File: src/rtl/key_conditioner.sv
// Time-setting key front-end: synchronise, debounce and auto-repeat
// the hour and minute push-buttons into one-cycle step pulses.

module key_chan #(
    parameter int DEB_CYC     = 1000000,
    parameter int RPT_DLY_CYC = 25000000,
    parameter int RPT_PER_CYC = 5000000,
    parameter int KEY_ACT_LOW = 1
) (
    input  logic clk,
    input  logic rst,
    input  logic key_raw,
    input  logic repeat_en,
    output logic pulse,
    output logic held
);

    localparam int DW   = $clog2(DEB_CYC + 1);
    localparam int RMAX = (RPT_DLY_CYC > RPT_PER_CYC) ? RPT_DLY_CYC : RPT_PER_CYC;
    localparam int RW   = $clog2(RMAX + 1);

    localparam logic [DW-1:0] DEB_LAST = DW'(DEB_CYC - 1);
    localparam logic [RW-1:0] DLY_LAST = RW'(RPT_DLY_CYC - 1);
    localparam logic [RW-1:0] PER_LAST = RW'(RPT_PER_CYC - 1);
    localparam logic          REL_RAW  = (KEY_ACT_LOW != 0);

    typedef enum logic [1:0] {
        S_IDLE,
        S_PRESS,
        S_REPEAT
    } state_t;

    logic [1:0]    sync_q;
    logic          key_lvl;
    logic          lock;
    logic [DW-1:0] lcnt;
    logic          deb;
    logic [DW-1:0] dcnt;
    state_t        state_q;
    state_t        state_d;
    logic [RW-1:0] rcnt_q;
    logic [RW-1:0] rcnt_d;
    logic          pulse_d;

    always_ff @(posedge clk) begin
        if (rst) begin
            sync_q <= {2{REL_RAW}};
        end else begin
            sync_q <= {sync_q[0], key_raw};
        end
    end

    // pressed = 1 regardless of raw key polarity
    assign key_lvl = sync_q[1] ^ REL_RAW;

    // Lockout: a key held through reset must be released before it counts
    always_ff @(posedge clk) begin
        if (rst) begin
            lock <= 1'b1;
            lcnt <= '0;
        end else if (lock) begin
            if (key_lvl) begin
                lcnt <= '0;
            end else if (lcnt == DEB_LAST) begin
                lock <= 1'b0;
                lcnt <= '0;
            end else begin
                lcnt <= lcnt + 1'b1;
            end
        end else begin
            lcnt <= '0;
        end
    end

    always_ff @(posedge clk) begin
        if (rst || lock) begin
            deb  <= 1'b0;
            dcnt <= '0;
        end else if (key_lvl == deb) begin
            dcnt <= '0;
        end else if (dcnt == DEB_LAST) begin
            deb  <= key_lvl;
            dcnt <= '0;
        end else begin
            dcnt <= dcnt + 1'b1;
        end
    end

    always_ff @(posedge clk) begin
        if (rst) begin
            state_q <= S_IDLE;
            rcnt_q  <= '0;
            pulse   <= 1'b0;
            held    <= 1'b0;
        end else begin
            state_q <= state_d;
            rcnt_q  <= rcnt_d;
            pulse   <= pulse_d;
            held    <= deb & ~lock;
        end
    end

    always_comb begin
        state_d = state_q;
        rcnt_d  = rcnt_q;
        pulse_d = 1'b0;
        if (!deb || lock) begin
            state_d = S_IDLE;
            rcnt_d  = '0;
        end else begin
            unique case (state_q)
                S_IDLE: begin
                    state_d = S_PRESS;
                    rcnt_d  = '0;
                    pulse_d = 1'b1;
                end
                S_PRESS: begin
                    if (!repeat_en) begin
                        rcnt_d = '0;
                    end else if (rcnt_q == DLY_LAST) begin
                        state_d = S_REPEAT;
                        rcnt_d  = '0;
                        pulse_d = 1'b1;
                    end else begin
                        rcnt_d = rcnt_q + 1'b1;
                    end
                end
                S_REPEAT: begin
                    // dropping repeat_en re-arms the long initial delay
                    if (!repeat_en) begin
                        state_d = S_PRESS;
                        rcnt_d  = '0;
                    end else if (rcnt_q == PER_LAST) begin
                        rcnt_d  = '0;
                        pulse_d = 1'b1;
                    end else begin
                        rcnt_d = rcnt_q + 1'b1;
                    end
                end
                default: begin
                    state_d = S_IDLE;
                    rcnt_d  = '0;
                end
            endcase
        end
    end

endmodule

module key_conditioner #(
    parameter int DEB_CYC     = 1000000,
    parameter int RPT_DLY_CYC = 25000000,
    parameter int RPT_PER_CYC = 5000000,
    parameter int KEY_ACT_LOW = 1
) (
    input  logic clk_50M,
    input  logic rst,
    input  logic AH_key,
    input  logic AM_key,
    input  logic repeat_en,
    output logic ah_pulse,
    output logic am_pulse,
    output logic ah_held,
    output logic am_held
);

    key_chan #(
        .DEB_CYC    (DEB_CYC),
        .RPT_DLY_CYC(RPT_DLY_CYC),
        .RPT_PER_CYC(RPT_PER_CYC),
        .KEY_ACT_LOW(KEY_ACT_LOW)
    ) u_hour (
        .clk      (clk_50M),
        .rst      (rst),
        .key_raw  (AH_key),
        .repeat_en(repeat_en),
        .pulse    (ah_pulse),
        .held     (ah_held)
    );

    key_chan #(
        .DEB_CYC    (DEB_CYC),
        .RPT_DLY_CYC(RPT_DLY_CYC),
        .RPT_PER_CYC(RPT_PER_CYC),
        .KEY_ACT_LOW(KEY_ACT_LOW)
    ) u_min (
        .clk      (clk_50M),
        .rst      (rst),
        .key_raw  (AM_key),
        .repeat_en(repeat_en),
        .pulse    (am_pulse),
        .held     (am_held)
    );

endmodule

File: config.mk
export PLATFORM = sky130hd
export DESIGN_NAME = key_conditioner
export DESIGN_NICKNAME = d
export VERILOG_FILES = /design/src/rtl/key_conditioner.sv
export SDC_FILE = /design/constraint.sdc
export NUM_CORES = 1
export LEC_CHECK = 0
export CORE_MARGIN = 10
export CORE_UTILIZATION = 35
export DETAILED_ROUTE_END_ITERATION = 10
export PLACE_DENSITY = 0.5
export SLEW_MARGIN = 20
export SYNTH_ARGS = -nofsm -noshare
export SYNTH_HDL_FRONTEND = slang
export SYNTH_SLANG_ARGS = --single-unit
export TNS_END_PERCENT = 100
File: constraint.sdc
create_clock -name clk_50M -period 2.6 [get_ports clk_50M]
set_input_delay 0.52 -clock clk_50M [delete_from_list [all_inputs] [get_ports clk_50M]]
set_output_delay 0.52 -clock clk_50M [all_outputs]
set_load 0.01 [all_outputs]
Word level (Yosys, flattened, before mapping)
Cells that the tools add are included.
{"block": "word_totals", "reg_bits": 146, "input_bits": 5, "out_inout_bits": 4}
{"block": "classes", "addsub": 6, "n_eq_ne": 20, "mux": 33, "n_bitwise": 8, "reduce_logical": 18}
{"cell": "$mux 25", "n": 8}
{"cell": "$pmux 25 s2", "n": 2}
{"cell": "$add 20x1->20 const B", "n": 4}
{"cell": "$eq 20x20->1 const B", "n": 4}
{"cell": "$add 25x1->25 const B", "n": 2}
{"cell": "$eq 25x23->1 const B", "n": 2}
{"cell": "$eq 25x25->1 const B", "n": 2}
{"cell": "$mux 1", "n": 14}
{"cell": "$pmux 2 s3", "n": 2}
{"cell": "$mux 2", "n": 5}
{"cell": "$ne 2x2->1 const B", "n": 4}
{"cell": "$reduce_or 4->1", "n": 2}
{"cell": "$not 1->1", "n": 6}
{"cell": "$pmux 1 s3", "n": 2}
{"cell": "$reduce_and 3->1", "n": 2}
{"cell": "$reduce_or 3->1", "n": 2}
{"cell": "$eq 2x1->1 const B", "n": 2}
{"cell": "$eq 2x2->1 const B", "n": 2}
{"cell": "$logic_not 2->1", "n": 2}
{"cell": "$logic_or 1x1->1", "n": 4}
{"cell": "$ne 2x1->1 const B", "n": 2}
{"cell": "$reduce_and 2->1", "n": 2}
{"cell": "$reduce_or 2->1", "n": 2}
{"cell": "$and 1x1->1", "n": 2}
{"cell": "2 further kinds", "n": 4}

Logic depth before layout (Yosys ltp)
{"block": "depth", "word_depth": 4, "ltp_mapped": 8, "ltp_nobuf": 7}

Modules after synthesis
Synthesis repeated with hierarchy kept, for this count alone.
{"block": "hier_totals", "hier_cells": 779, "area_unflattened_um2": 6927.9}
{"mod": "key_chan at u_min", "n_inst": 1, "cells_per_inst": 396, "area_per_inst_um2": 3477.1, "seq_area_each_um2": 1461.4}
{"mod": "key_chan at u_hour", "n_inst": 1, "cells_per_inst": 383, "area_per_inst_um2": 3450.8, "seq_area_each_um2": 1461.4}

Worst setup path after synthesis
OpenSTA, ideal clock, no wires.
{"block": "synth_timing", "path_kind": "flip-flop to flip-flop", "start": "register u_min.rcnt_q[0]", "end": "register u_min.rcnt_q[16]", "setup_ns": 0.117, "arrival_ns": 1.765, "required_time_ns": 2.483, "path_slack_ns": 0.718, "stages_incl_launch_ff": 8, "synth_period_minus_slack_ns": 1.882, "path_cell_list": "dfxtp_1 -> ha_1 -> nor4bb_1 -> nand4_1 -> nor3_1 -> o22a_1 -> buf_2 -> nor2_1"}
{"block": "synth_between", "elab_chain_cells": 4, "elab_cells_between_ends": 8, "cone_classes": "1 x add/sub; 2 x eq/ne; 5 x mux"}
{"element": "start, declared", "line": "41", "source": "logic [RW-1:0] rcnt_q;"}
{"element": "start signal, assigned", "line": "97", "source": "rcnt_q <= rcnt_d;"}
{"element": "$add 25x1->25, or another cell as far along", "line": "125, 137"}
{"element": "$mux 25 (on tied branches)", "line": "133, 120"}
{"element": "$mux 25 (on tied branches)", "line": "130, 118"}
{"element": "$pmux 25 s2 *", "line": "111", "source": "unique case (state_q)"}
Mark *: on every way between the ends. The rest lies on a longest branch, timed or not.
A chain may end at the register's enable or synchronous reset.

Final worst setup path
{"block": "layout_timing", "start": "register u_hour.rcnt_q[14]", "end": "register u_hour.rcnt_q[3]"}
{"block": "layout_between", "elab_chain_cells": 4, "elab_cells_between_ends": 7, "cone_classes": "2 x eq/ne; 5 x mux"}
{"element": "start, declared", "line": "41"}
{"element": "start signal, assigned", "line": "97"}
{"element": "$eq 25x23->1 or $eq 25x25->1 (tied branches)", "line": "133, 120"}
{"element": "$mux 25 (on tied branches)", "line": "133, 120"}
{"element": "$mux 25 (on tied branches)", "line": "130, 118"}
{"element": "$pmux 25 s2 *", "line": "111"}
Marks and branches as above.

==> tab_implementation.tex <==
\begin{tabular}{lr}
\hline
Metric & Value \\
\hline
\multicolumn{2}{l}{\textbf{Finish}} \\
Relative area change from synthesis to final layout & 14.5\% \\
Final instance area & $\sim$7500 µm² \\
Area of all sequential standard cells & approximately 2900 µm² \\
Number of filler instances in the final layout & $\sim$1800 \\
Footprint of the multi-input gates & between 3000 and 4000 µm² \\
N\_diodes & 0 \\
Net count of the finished layout & just under 800 \\
Share of layout cells above drive strength 1 & 0.0750 \\
\multicolumn{2}{l}{\textbf{Timing}} \\
Actual transition at the worst max-transition pin & around 0.75 ns \\
Post-route worst hold slack & between 0.4 and 0.5 ns \\
Final total negative setup slack & 0 ns \\
Worst Setup Slack, final & slightly above 0.3 ns \\
Unrepaired setup endpoints after global routing & no \\
Clock Skews & between 0.01 and 0.015 ns \\
Hold Vio Cnt, Final & 0 \\
Time the final worst path needs with I/O delays and setup & 2.30 ns \\
Final clock period utilization by the worst path & 0.883 \\
Fmax & 435 MHz \\
Final setup viols & 0 \\
Number of slew-limit violations in the final report & 0 \\
Max transition margin & 0.499 \\
\multicolumn{2}{l}{\textbf{Global routing}} \\
Remaining global-route overflow & 0 \\
GRT Total Usage & 0.104 \\
Via count of the first global-routing pass & 4753 \\
Pin count of the biggest net entering global routing & 26 \\
Initial antenna violation count & 0 \\
Wire length of the first global-routing pass & between 20000 and 25000 µm \\
\multicolumn{2}{l}{\textbf{Critical path}} \\
CP Data Required Time & approximately 2.9 ns \\
Data arrival time of the critical path & $\sim$2.6 ns \\
Highest net fanout along the worst path & 25 \\
Kind of capture point of the worst setup path & flop \\
Path type of the worst setup path & flop to flop \\
CP startpoint kind & flop \\
\multicolumn{2}{l}{\textbf{Pwr}} \\
Fraction of power spent switching nets & 0.199 \\
Sw power & about 940 µW \\
Combinational share of power & 0.010 \\
Total power density per cell area & 633 nW/µm² \\
Cell Int Power & roughly 3800 µW \\
Worst IR drop on VDD & 0.000469 V \\
Part of the power in registers & 0.478 \\
Leakage power summed over all cells & around 0.0025 µW \\
Clock network fraction of total power & 0.512 \\
\multicolumn{2}{l}{\textbf{Clocking}} \\
Resized Gates After CTS & 0 \\
Post-CTS setup buffers & 0 \\
Worst skew pair latency & between 0.4 and 0.5 ns \\
Clock-pin slew reported for the worst setup and hold paths after clock tree synthesis & 0.06 ns \\
Clock sink count & $\sim$150 \\
CTS buffer count & 17 \\
Number of H-tree levels & 4 \\
Maximum clock path buffer count & 2 \\
CTS hold repair buffers & 0 \\
Buffer cell driving the clock tree root & sky130\_fd\_sc\_hd\_\_clkbuf\_16 \\
CTS tree & yes \\
\multicolumn{2}{l}{\textbf{Detailed routing}} \\
Avg Vias per Cell & between 4 and 5 \\
Remaining number of nets flagged by the antenna check after routing & 0 \\
Total length of routed wires & 12100 µm \\
Post-route DRC violation count & 0 \\
Number of iterations in the first detailed-routing pass & 7 \\
Routed vias & 4841 \\
Violation count after the first detailed-route iteration & around 160 \\
Average wire length per cell after detail routing & approximately 12 µm \\
\multicolumn{2}{l}{\textbf{Placed design}} \\
Detailed Place HPWL & approximately 8500 µm \\
Worst slack, placed & approximately 0.22 ns \\
Instance area at placement & 6860 µm² \\
Routability cong. & around 0.79 \\
Port-buffer cells & 8 \\
\multicolumn{2}{l}{\textbf{Floorplan}} \\
Die X & between 150 and 200 µm \\
Core area & 18100 µm² \\
Die height & 156 µm \\
Number of placed I/O pins & 9 \\
Standard-cell row count & 49 \\
Initial Utilization & 0.359 \\
Area enclosed by the die boundary & approximately 24000 µm² \\
\multicolumn{2}{l}{\textbf{Synth}} \\
Yosys reg bits & 146 \\
Sequential-to-total area share from yosys stat & 0.449 \\
Combined area of all synthesized cells & 6510 µm² \\
Syn. warnings & 0 \\
Average instance area after synthesis & 8.78 µm² \\
Gate Count Post-Synth & between 700 and 800 \\
Synthesized net count & between 700 and 800 \\
Post-synthesis cell type count & 47 \\
\multicolumn{2}{l}{\textbf{Min path}} \\
Class of the tightest hold or removal check & flop to flop \\
\multicolumn{2}{l}{\textbf{Flow run}} \\
Max-Cap Viols & 0 \\
\multicolumn{2}{l}{\textbf{Status}} \\
Outcome & finished clean \\
\hline
\end{tabular}
[metrics by stage]
step                utilization  total power [µW]  std cells
floorplan                     -              2330        741
global placement          0.378              2350        971
detailed placement        0.378              2350        971
CTS                       0.411              4800       1002
global route              0.411              4890       1002
finish                    0.411              4720       1002
[layout by cell type, fill, tap and decap left out, types with 17 or more instances in the layout]
| master | n |
|---|---|
| sky130_fd_sc_hd__nand3_1 | 66 |
| sky130_fd_sc_hd__xnor2_1 | 38 |
| sky130_fd_sc_hd__clkbuf_16 | 17 |
| sky130_fd_sc_hd__nand2_1 | 54 |
| sky130_fd_sc_hd__nor2_1 | 153 |
| sky130_fd_sc_hd__and3_1 | 22 |
| sky130_fd_sc_hd__xor2_1 | 82 |
| sky130_fd_sc_hd__nand4_1 | 28 |
| sky130_fd_sc_hd__dfxtp_1 | 146 |
| sky130_fd_sc_hd__inv_1 | 19 |
[cells in the mapped netlist, drive strengths merged]
master	instances	area, µm²
or4	3	22.5
o311ai	1	8.76
a2111oi	1	8.76
or2	7	43.8
buf	6	42.5
mux2	1	11.3
xor2	82	718
clkbuf	10	37.5
o21ai	2	10.0
nor2b	2	12.5
inv	19	71.3
nand3	67	348
nor4b	5	43.8
and2	4	25.0
or3	2	12.5
dfxtp	146	2920
nor3b	1	12.5
nand4	29	188
ha	14	175
a21oi	4	31.3
and4	8	70.1
nor4bb	5	50.1
and3	23	145
nor4	16	121
mux2i	4	40.0
xnor2	38	333
nor3	13	65.1
o2bb2ai	1	8.76
a21o	3	22.5
o22a	1	8.76
nor2	158	606
nand4b	2	17.5
nand3b	2	15.0
nand2b	3	18.8
nand2	54	203
or4b	2	20.0
or3b	2	17.5
[final timing paths]
| kind | from | endpoint | slack (ns) | depth (start not counted) |
|---|---|---|---|---|
| setup / recovery | u_hour.rcnt_q[14] | u_hour.rcnt_q[3] | 0.30 | 5 |
| hold reg to reg | u_hour.sync_q[0] | u_hour.sync_q[1] | 0.41 | 1 |
| hold / removal | u_hour.sync_q[0] | u_hour.sync_q[1] | 0.41 | 1 |
| setup reg to reg | u_hour.rcnt_q[14] | u_hour.rcnt_q[3] | 0.30 | 5 |
[final cells by class]
cell class                 count  area share
multi-input combinational    560       0.461
sequential                   146       0.392
clock buffer                  24      0.0660
tap                          229      0.0385
timing repair buffer          17      0.0198
clock inverter                 7      0.0131
inverter                      19     0.00957
[registers in the layout, summed over array words and instances, names as in the netlist, 2 cells and up]
| signal | cells |
|---|---|
| u_hour.state_q | 2 |
| u_min.state_q | 2 |
| u_min.lcnt | 20 |
| u_min.rcnt_q | 25 |
| u_hour.lcnt | 20 |
| u_hour.rcnt_q | 25 |
| u_min.dcnt | 20 |
| u_hour.dcnt | 20 |
| u_hour.sync_q | 2 |
| u_min.sync_q | 2 |
[cell families (layout without fill, tap and decap cells)]
| family | Yosys count | after routing | synth area share |
|---|---|---|---|
| AO/OA/AOI/OAI | 13 | 13 | 0.0152 |
| XOR/XNOR | 120 | 120 | 0.162 |
| adder cells (fa/ha/maj) | 14 | 14 | 0.0269 |
| buffers and inverters | 35 | 67 | 0.0233 |
| flip-flops | 146 | 146 | 0.449 |
| multiplexers | 5 | 5 | 0.00788 |
| AND/OR/NAND/NOR | 408 | 408 | 0.316 |
[layer usage]
layer | vias to the layer above | part of all wire | GRT usage
met5 | - | 0 | 0
met4 | 0 | 0.011 | 0.0364
met3 | 12 | 0.029 | 0.0321
met2 | 33 | 0.47 | 0.172
met1 | 2257 | 0.49 | 0.125
li1 | 2539 | - | -
[power by group through the flow]
stage | Combinational [µW] | Sequential, µW | Clock, µW
4_1_cts | 46.6 | 2260 | 2490
2_1_floorplan | 30.0 | 2300 | 0
3_3_place_gp | 45.0 | 2310 | 0
3_5_place_dp | 46.3 | 2310 | 0
5_1_grt | 51.7 | 2260 | 2580
6_report | 44.9 | 2260 | 2420
[critical path: stages, from the launching register on]
cell and delay [ns]:
sky130_fd_sc_hd__dfxtp_1 0.40, sky130_fd_sc_hd__or3b_1 0.42, sky130_fd_sc_hd__nor4_4 0.42, sky130_fd_sc_hd__nand4_2 0.17, sky130_fd_sc_hd__a21oi_4 0.62, sky130_fd_sc_hd__nor2_1 0.11
Note: power is estimated with default switching activity, not from simulation.
